===== src/rtl/dispatch_pkg.sv =====
// Shared types and helpers for the instruction dispatcher: FSM states,
// instruction field offsets and the per-instruction readiness check.
package dispatch_pkg;

   typedef enum logic [1:0] {
      IDLE  = 2'd0,
      CHECK = 2'd1,
      ISSUE = 2'd2,
      GUARD = 2'd3
   } state_e;

   // Field offsets of the default instruction layout: opcode, dep mask, payload.
   localparam int OP_LSB  = 0;
   localparam int DEP_LSB = OP_LSB + 4;
   localparam int PAY_LSB = DEP_LSB + 5;

   // Channel vectors are zero-extended to this width before the readiness check.
   localparam int CH_MAX = 16;

   function automatic logic ready_chk(input logic [3:0]        op,
                                      input logic [CH_MAX-1:0] dep,
                                      input logic [CH_MAX-1:0] idle,
                                      input logic [CH_MAX-1:0] mask);
      logic rdy;
      rdy = idle[op]
            && ((dep & ~idle) == '0)
            && (!mask[op] || ((mask & ~idle) == '0));
      return rdy;
   endfunction

endpackage


===== src/rtl/dispatch_timer.sv =====
// Saturating stall counter; flags a single hit when the count reaches a
// nonzero limit while the dispatcher is still waiting.
module dispatch_timer #(
   parameter int TO_W = 16
) (
   input  logic            clk,
   input  logic            rst_n,
   input  logic            clr,
   input  logic            inc,
   input  logic [TO_W-1:0] lim,
   output logic            hit
);

   logic [TO_W-1:0] cnt_q;
   logic [TO_W-1:0] cnt_d;

   always_comb begin
      cnt_d = cnt_q;
      if (clr) begin
         cnt_d = '0;
      end else if (inc && (cnt_q != '1)) begin
         cnt_d = cnt_q + 1'b1;
      end
   end

   always_ff @(posedge clk) begin
      if (!rst_n) begin
         cnt_q <= '0;
      end else begin
         cnt_q <= cnt_d;
      end
   end

   assign hit = inc && (lim != '0) && (cnt_q == lim);

endmodule


===== src/rtl/inst_dispatch.sv =====
// Instruction dispatcher: pops FWFT instruction words, waits on dependency
// and DDR-serialisation conditions, and issues a one-hot conf pulse per word.
module inst_dispatch
   import dispatch_pkg::*;
#(
   parameter int             INST_LEN    = 256,
   parameter int             OP_W        = DEP_LSB - OP_LSB,
   parameter int             N_CH        = PAY_LSB - DEP_LSB,
   parameter int             PAYLOAD_W   = INST_LEN - OP_W - N_CH,
   parameter logic [N_CH-1:0] SERIAL_MASK = 5'b11110,
   parameter int             TO_W        = 16,
   parameter int             CNT_W       = 32
) (
   input  logic                 clk,
   input  logic                 rst_n,
   input  logic [INST_LEN-1:0]  inst_data,
   input  logic                 inst_empty,
   output logic                 inst_pop,
   input  logic                 halt,
   input  logic [N_CH-1:0]      ch_idle,
   output logic [N_CH-1:0]      ch_conf,
   output logic [PAYLOAD_W-1:0] payload,
   input  logic [TO_W-1:0]      timeout_lim,
   input  logic                 err_clr,
   output logic                 err_illegal,
   output logic                 err_timeout,
   output logic                 busy,
   output logic [CNT_W-1:0]     issue_cnt
);

   localparam int DEP_L = OP_LSB + OP_W;
   localparam int PAY_L = DEP_L + N_CH;
   localparam logic [OP_W:0] N_CH_V = (OP_W + 1)'(N_CH);

   state_e               state_q, state_d;
   logic                 inst_pop_q, inst_pop_d;
   logic [N_CH-1:0]      ch_conf_q, ch_conf_d;
   logic [PAYLOAD_W-1:0] payload_q, payload_d;
   logic [CNT_W-1:0]     issue_cnt_q, issue_cnt_d;
   logic                 err_illegal_q, err_illegal_d;
   logic                 err_timeout_q, err_timeout_d;

   logic [OP_W-1:0]      op;
   logic [N_CH-1:0]      dep;
   logic                 legal;
   logic                 ready;
   logic                 set_ill;
   logic                 tmr_inc;
   logic                 tmr_clr;
   logic                 tmr_hit;

   assign op    = inst_data[OP_LSB +: OP_W];
   assign dep   = inst_data[DEP_L +: N_CH];
   assign legal = ({1'b0, op} < N_CH_V);
   assign ready = legal && !halt
                  && ready_chk(4'(op), CH_MAX'(dep), CH_MAX'(ch_idle), CH_MAX'(SERIAL_MASK));

   // The counter only runs while one instruction is stalled in CHECK.
   assign tmr_clr = (state_q != CHECK);

   dispatch_timer #(
      .TO_W (TO_W)
   ) u_timer (
      .clk   (clk),
      .rst_n (rst_n),
      .clr   (tmr_clr),
      .inc   (tmr_inc),
      .lim   (timeout_lim),
      .hit   (tmr_hit)
   );

   always_comb begin
      state_d     = state_q;
      inst_pop_d  = 1'b0;
      ch_conf_d   = '0;
      payload_d   = payload_q;
      issue_cnt_d = issue_cnt_q;
      set_ill     = 1'b0;
      tmr_inc     = 1'b0;
      case (state_q)
         IDLE: begin
            // Wait out an illegal-word pop so the old head is not decoded twice.
            if (!inst_empty && !halt && !inst_pop_q) begin
               state_d = CHECK;
            end
         end
         CHECK: begin
            if (inst_empty) begin
               state_d = IDLE;
            end else if (!legal) begin
               inst_pop_d = 1'b1;
               set_ill    = 1'b1;
               state_d    = IDLE;
            end else if (ready) begin
               payload_d  = inst_data[PAY_L +: PAYLOAD_W];
               ch_conf_d  = N_CH'(1) << op;
               inst_pop_d = 1'b1;
               state_d    = ISSUE;
            end else begin
               tmr_inc = 1'b1;
            end
         end
         ISSUE: begin
            issue_cnt_d = issue_cnt_q + 1'b1;
            state_d     = GUARD;
         end
         GUARD: begin
            state_d = IDLE;
         end
         default: begin
            state_d = IDLE;
         end
      endcase
      // A same-cycle set beats the clear.
      err_illegal_d = set_ill | (err_illegal_q & ~err_clr);
      err_timeout_d = tmr_hit | (err_timeout_q & ~err_clr);
   end

   always_ff @(posedge clk) begin
      if (!rst_n) begin
         state_q       <= IDLE;
         inst_pop_q    <= 1'b0;
         ch_conf_q     <= '0;
         payload_q     <= '0;
         issue_cnt_q   <= '0;
         err_illegal_q <= 1'b0;
         err_timeout_q <= 1'b0;
      end else begin
         state_q       <= state_d;
         inst_pop_q    <= inst_pop_d;
         ch_conf_q     <= ch_conf_d;
         payload_q     <= payload_d;
         issue_cnt_q   <= issue_cnt_d;
         err_illegal_q <= err_illegal_d;
         err_timeout_q <= err_timeout_d;
      end
   end

   assign inst_pop    = inst_pop_q;
   assign ch_conf     = ch_conf_q;
   assign payload     = payload_q;
   assign issue_cnt   = issue_cnt_q;
   assign err_illegal = err_illegal_q;
   assign err_timeout = err_timeout_q;
   assign busy        = (state_q != IDLE);

endmodule

===== config.mk =====
export PLATFORM = sky130hd
export DESIGN_NAME = inst_dispatch
export DESIGN_NICKNAME = d
export VERILOG_FILES = /design/src/rtl/dispatch_pkg.sv /design/src/rtl/dispatch_timer.sv /design/src/rtl/inst_dispatch.sv
export SDC_FILE = /design/constraint.sdc
export NUM_CORES = 1
export LEC_CHECK = 0
export CAP_MARGIN = 15
export CORE_AREA = 2 2 224 226
export DETAILED_ROUTE_END_ITERATION = 10
export DIE_AREA = 0 0 226 228
export SKIP_CTS_REPAIR_TIMING = 1
export SYNTH_ARGS = -nofsm -noshare
export SYNTH_HDL_FRONTEND = slang
export SYNTH_SLANG_ARGS = --single-unit

===== constraint.sdc =====
create_clock -name clk -period 1.81 [get_ports clk]
set_clock_uncertainty 0.1 [all_clocks]
set_input_delay 0.181 -clock clk [delete_from_list [all_inputs] [get_ports clk]]
set_output_delay 0.181 -clock clk [all_outputs]
set_load 0.005 [all_outputs]

[Yosys cells after proc, flatten, opt, wreduce, memory -nomap -nowiden]
Memories as Yosys holds them, arrays and structs flattened.
Cells that the tools add are included.
Cells by class
  add/sub/neg operators: 2
  multiply operators: 0
  divide/modulo/power cells: 0
  magnitude comparators: 2
  equality and inequality tests: 8
  shift-type cells: 1
  multiplexer cells: 17
  bitwise gates (word level): 12
  reductions and logical operators: 24
Operators by type and width (count)
  adder 32 x 1 -> 32 bit (second input constant): 1
  zero test 16 bit: 2
  adder 16 x 1 -> 16 bit (second input constant): 1
  bitwise AND 5 x 16 -> 16 bit: 1
  == test 16 bit: 1
  != test 16 bit (second input constant): 1
  inverter 5 -> 16 bit: 1
  nonzero test 16 bit: 1
  two-way mux 1 bit: 11
  logical AND 1 bit: 9
  two-way mux 2 bit: 4
  one-hot mux 2 bit (4 select lines): 1
  inverter 1 bit: 6
  less-than comparator 4 x 5 -> 1 bit (second input constant): 1
  OR reduction 5 bit: 1
  << shifter 1 x 4 -> 5 bit (first input constant): 1
  binary-select mux 1 bit (select 4 bit): 1
  == test 2 bit (second input constant): 2
  zero test 1 bit: 4
  less-than comparator 4 x 3 -> 1 bit (second input constant): 1
  != test 4 bit (second input constant): 1
  AND reduction 4 bit: 1
  OR reduction 3 bit: 1
  bitwise AND 1 bit: 2
  9 further kinds: 10
Word-level totals
  bits in registers: 305
  bits in latches: 0
  bits in writable memories: 0
  bits in read-only memories: 16
  input bits: 282
  output and inout port bits: 288
  logic and storage cells: 75
  memories: 1
Memories
  (name not given): words 16, width 1, read ports 1, clocked after memory_dff 0, wr ports 0, line dispatch_pkg.sv:27  | && (!mask[op] || ((mask & ~idle) == '0));

[Logic depth before layout (Yosys ltp)]
  depth after elaboration: 13
  depth in mapped cells: 7
  depth with buffers taken out: 6

[Hierarchy]
From an unflattened synthesis, not the netlist that was laid out.
Unflattened totals
  cell total of the unflattened synthesis: 1439
  area, all modules: 13102.6 um2
Modules (own cells, without submodules)
  inst_dispatch: times used 1, cells each 1302, area an instance 11951.5 um2, sequential area each 5785.5 um2
  dispatch_timer: times used 1, cells each 137, area an instance 1151.1 um2, sequential area each 320.3 um2

[Worst setup path before layout]
No wires, ideal clock.
  kind: register to register
  start: register issue_cnt_q[0] (netlist: issue_cnt[0])
  end: register issue_cnt_q[22] (netlist: issue_cnt[22])
  setup time: 0.115 ns
  arrival time: 1.685 ns
  required time: 1.595 ns
  path slack: -0.090 ns
  stages on the path, launching flop included: 8
  path buffers: 1
  period minus slack after synthesis: 1.900 ns
  cell sequence: dfxtp_1 -> ha_1 -> nand3b_2 -> or3_1 -> buf_2 -> nor3b_1 -> xor2_1 -> and2_1
Between the ends
  longest elaborated chain between the ends: 1
RTL lines
  from (decl): line inst_dispatch.sv:39  | logic [CNT_W-1:0] issue_cnt_q, issue_cnt_d;
  from (signal assigned): line inst_dispatch.sv:133  | issue_cnt_q <= issue_cnt_d;
  adder 32 x 1 -> 32 bit: line inst_dispatch.sv:104  | issue_cnt_d = issue_cnt_q + 1'b1;
Every way passes these cells.
A chain may end at the register's enable or synchronous reset.

==> impl_metrics.toml <==
[outcome]
outcome = "complete, but fails checks"
violations = "negative setup slack"

[clocking]
insertion_delay_ns = 0.54
clock-sinks = 305
cts-root-buf = "clkbuf_16"
htree_levels = 2
cts_buffer_depth = 3
cts_tree = "built"
cts_buffers = 37
clk_pin_slew_ns = 0.06

[timing]
fin_ws_ns = -0.175
clock.fmax_ghz = 0.504
hold_viol = 0
max_slew_margin = 0.742
slew_viol_final = 0
period_needed_ns = 1.99
setup_viol = 256
fin_crit_sh = 1.10
rsz0062_at_grt = "true"
tightest_slew_ns = 0.387

[setup_path]
start_kind = "register"
worstSetupPathType = "reg2reg"
cp_data_required_time_ns = 2.13
max_stage_delay_ns = 0.36
crit_path_frequent_cell = "buf_4"
end_kind = "register"
crit_arrival_ns = 2.30
worst-path-max-fanout = 5
critPathSlowestCell = "dfxtp_4"
crit_chain = "nor4b_4, nand2_2, buf_4, buf_4, a21o_4, buf_4, o31ai_2, a21oi_2"

[global_routing]
grt_antenna_before_repair = 0
grt_pass1_wl_mm = 64.8
grt_max_degree = 66
grt_use_total = 0.156
overflow = 0
grt_pass1_vias = 12100

[route]
wl_per_cell_um = 15.8
remaining_drc_errors = 0
ant_nets = 0
drt_wl_total_mm = 43.7
drt_pass1_iterations = 5
via_per_inst = 4.35
drt_iter0_drc = 443
vias = 12000

[cells_and_area]
area_growth_syn_to_layout_pct = 69.4
fin_nets = 2354
diodes = 0
layout_commonest_cell = "clkdlybuf4s50_1"
fill_cells = 4698
final_cell_mix = "clkdlybuf4s50_1 (547), nand2_1 (516), dfxtp_1 (289)"
utilization = 0.445
drive_above_1_share = 0.126

[power_and_ir_drop]
leakagePower_nw = 8.38
p_per_area_nw_per_um2 = 685
power_mw = 15.0
ir_drop_mv = 0.583

[floorplanning]
start_util = 0.263
ios = 570
die_area_um2 = 51500
core.rowCount = 82
die-height_um = 228
coreArea_um2 = 49300
die_w_um = 226

[synthesis]
ys_types = 53
async_reset_ff_frac = 0
syn_area_um2 = 13000
syn_nets = 1708
ys_seq_area_frac = 0.471
synth-edff-count = 0
synthFlopType = "dfxtp_1"
synth_cells = 1424
synth_area_per_cell_um2 = 9.10
synth-seq-cells = 305
synth_warnings = 0

[worst_hold_path]
hold_path_startpoint = "inst_data[225]"
hold_class = "in2reg"

[place]
dp_hpwl_mm = 31.2
pre_cts_ws_ns = -0.652
portBuffers = 569
gp_congestion = 0.813

[run]
cap_violations = 0
-- report_power, final --
part           leakage, nW  switching [mW]  internal [mW]
combinational         5.34           0.433          0.702
clock                0.571            2.98           4.20
sequential            2.46         0.00332           6.71
-- per-layer routing --
metal | vias up | GRT usage | share of wire
li1 | 6014 | - | -
met1 | 5571 | 0.172 | 0.39
met2 | 391 | 0.279 | 0.50
met3 | 69 | 0.0545 | 0.085
met4 | 0 | 0.0490 | 0.025
met5 | - | 0 | 0
-- sequential cells by signal, summed over array words and instances (netlist names), named ones only --
signal / flops
payload: 247
err_timeout: 1
err_illegal: 1
u_timer.cnt_q: 16
inst_pop: 1
issue_cnt: 32
state_q: 1
ch_conf: 5
-- critical path, delay by kind of cell (launching register included) --
family	cells	cell delay [ns]
flip-flops	1	0.36
AND/OR/NAND/NOR	2	0.40
buffers and inverters	3	0.46
AO/OA/AOI/OAI	3	0.55
-- final timing paths --
path                              endpoint  slack (ns)  cells past startpoint
max          u_timer.cnt_q[3]$_SDFFE_PP0P_       -0.18                      8
min reg2reg      payload[164]$_SDFFE_PN0P_        0.35                      2
max reg2reg  u_timer.cnt_q[3]$_SDFFE_PP0P_       -0.18                      8
min              payload[216]$_SDFFE_PN0P_        0.09                      3
-- metrics by stage --
step / hold slack [ns] / cells / instance area [um2] / TNS [ns]
global route: 0.0728 / 2768 / 22000 / -44.65
floorplan: 0.154 / 1424 / 13000 / 0
detailed placement: 0.346 / 2677 / 20000 / -146.08
finish: 0.0887 / 2768 / 22000 / -22.29
CTS: -0.134 / 2742 / 21100 / -25.72
global placement: 0.340 / 2677 / 20000 / -129.80
-- kinds of logic (layout without fill, tap and decap cells) --
group	count (synthesis)	in the layout	synth area share
adder cells (fa/ha/maj)	2	2	0.00193
AO/OA/AOI/OAI	49	50	0.0261
multiplexers	251	251	0.194
XOR/XNOR	44	44	0.0297
flip-flops	305	305	0.471
buffers and inverters	107	778	0.0529
AND/OR/NAND/NOR	666	666	0.225
-- cell type report --
cell class	instances	area [um2]	area share
multi-input cells	1013	6480	0.295
flip-flops and latches	305	6140	0.279
well taps	672	841	0.0383
clock buffers	52	1050	0.0479
inverters	9	33.8	0.00154
clock inverters	13	106	0.00484
repair buffers	704	7310	0.333
-- synth_stat cells, types with 2 or more instances --
cell type	number	area, um2
or3_1	7	43.8
nand4b_1	2	17.5
nand3_1	21	105
dfxtp_1	305	6110
nand2_1	516	1940
clkbuf_1	66	248
nand2b_1	2	12.5
xor2_1	21	184
a31o_2	2	17.5
or4_1	7	52.6
buf_4	2	15.0
and4_1	8	70.1
buf_8	22	330
o31ai_1	7	52.6
buf_2	5	25.0
ha_1	2	25.0
nor2b_1	7	43.8
and3_1	7	43.8
a21boi_0	3	22.5
nor4_1	11	68.8
inv_1	9	33.8
o21ai_0	10	50.1
a21oi_1	14	70.1
a211oi_1	3	22.5
buf_6	3	33.8
mux2i_1	251	2510
and2_1	28	175
nand4_1	13	81.3
nor3_1	17	85.1
nor2_1	8	30.0
xnor2_1	23	201
Note: power is estimated with default switching activity, not from simulation.
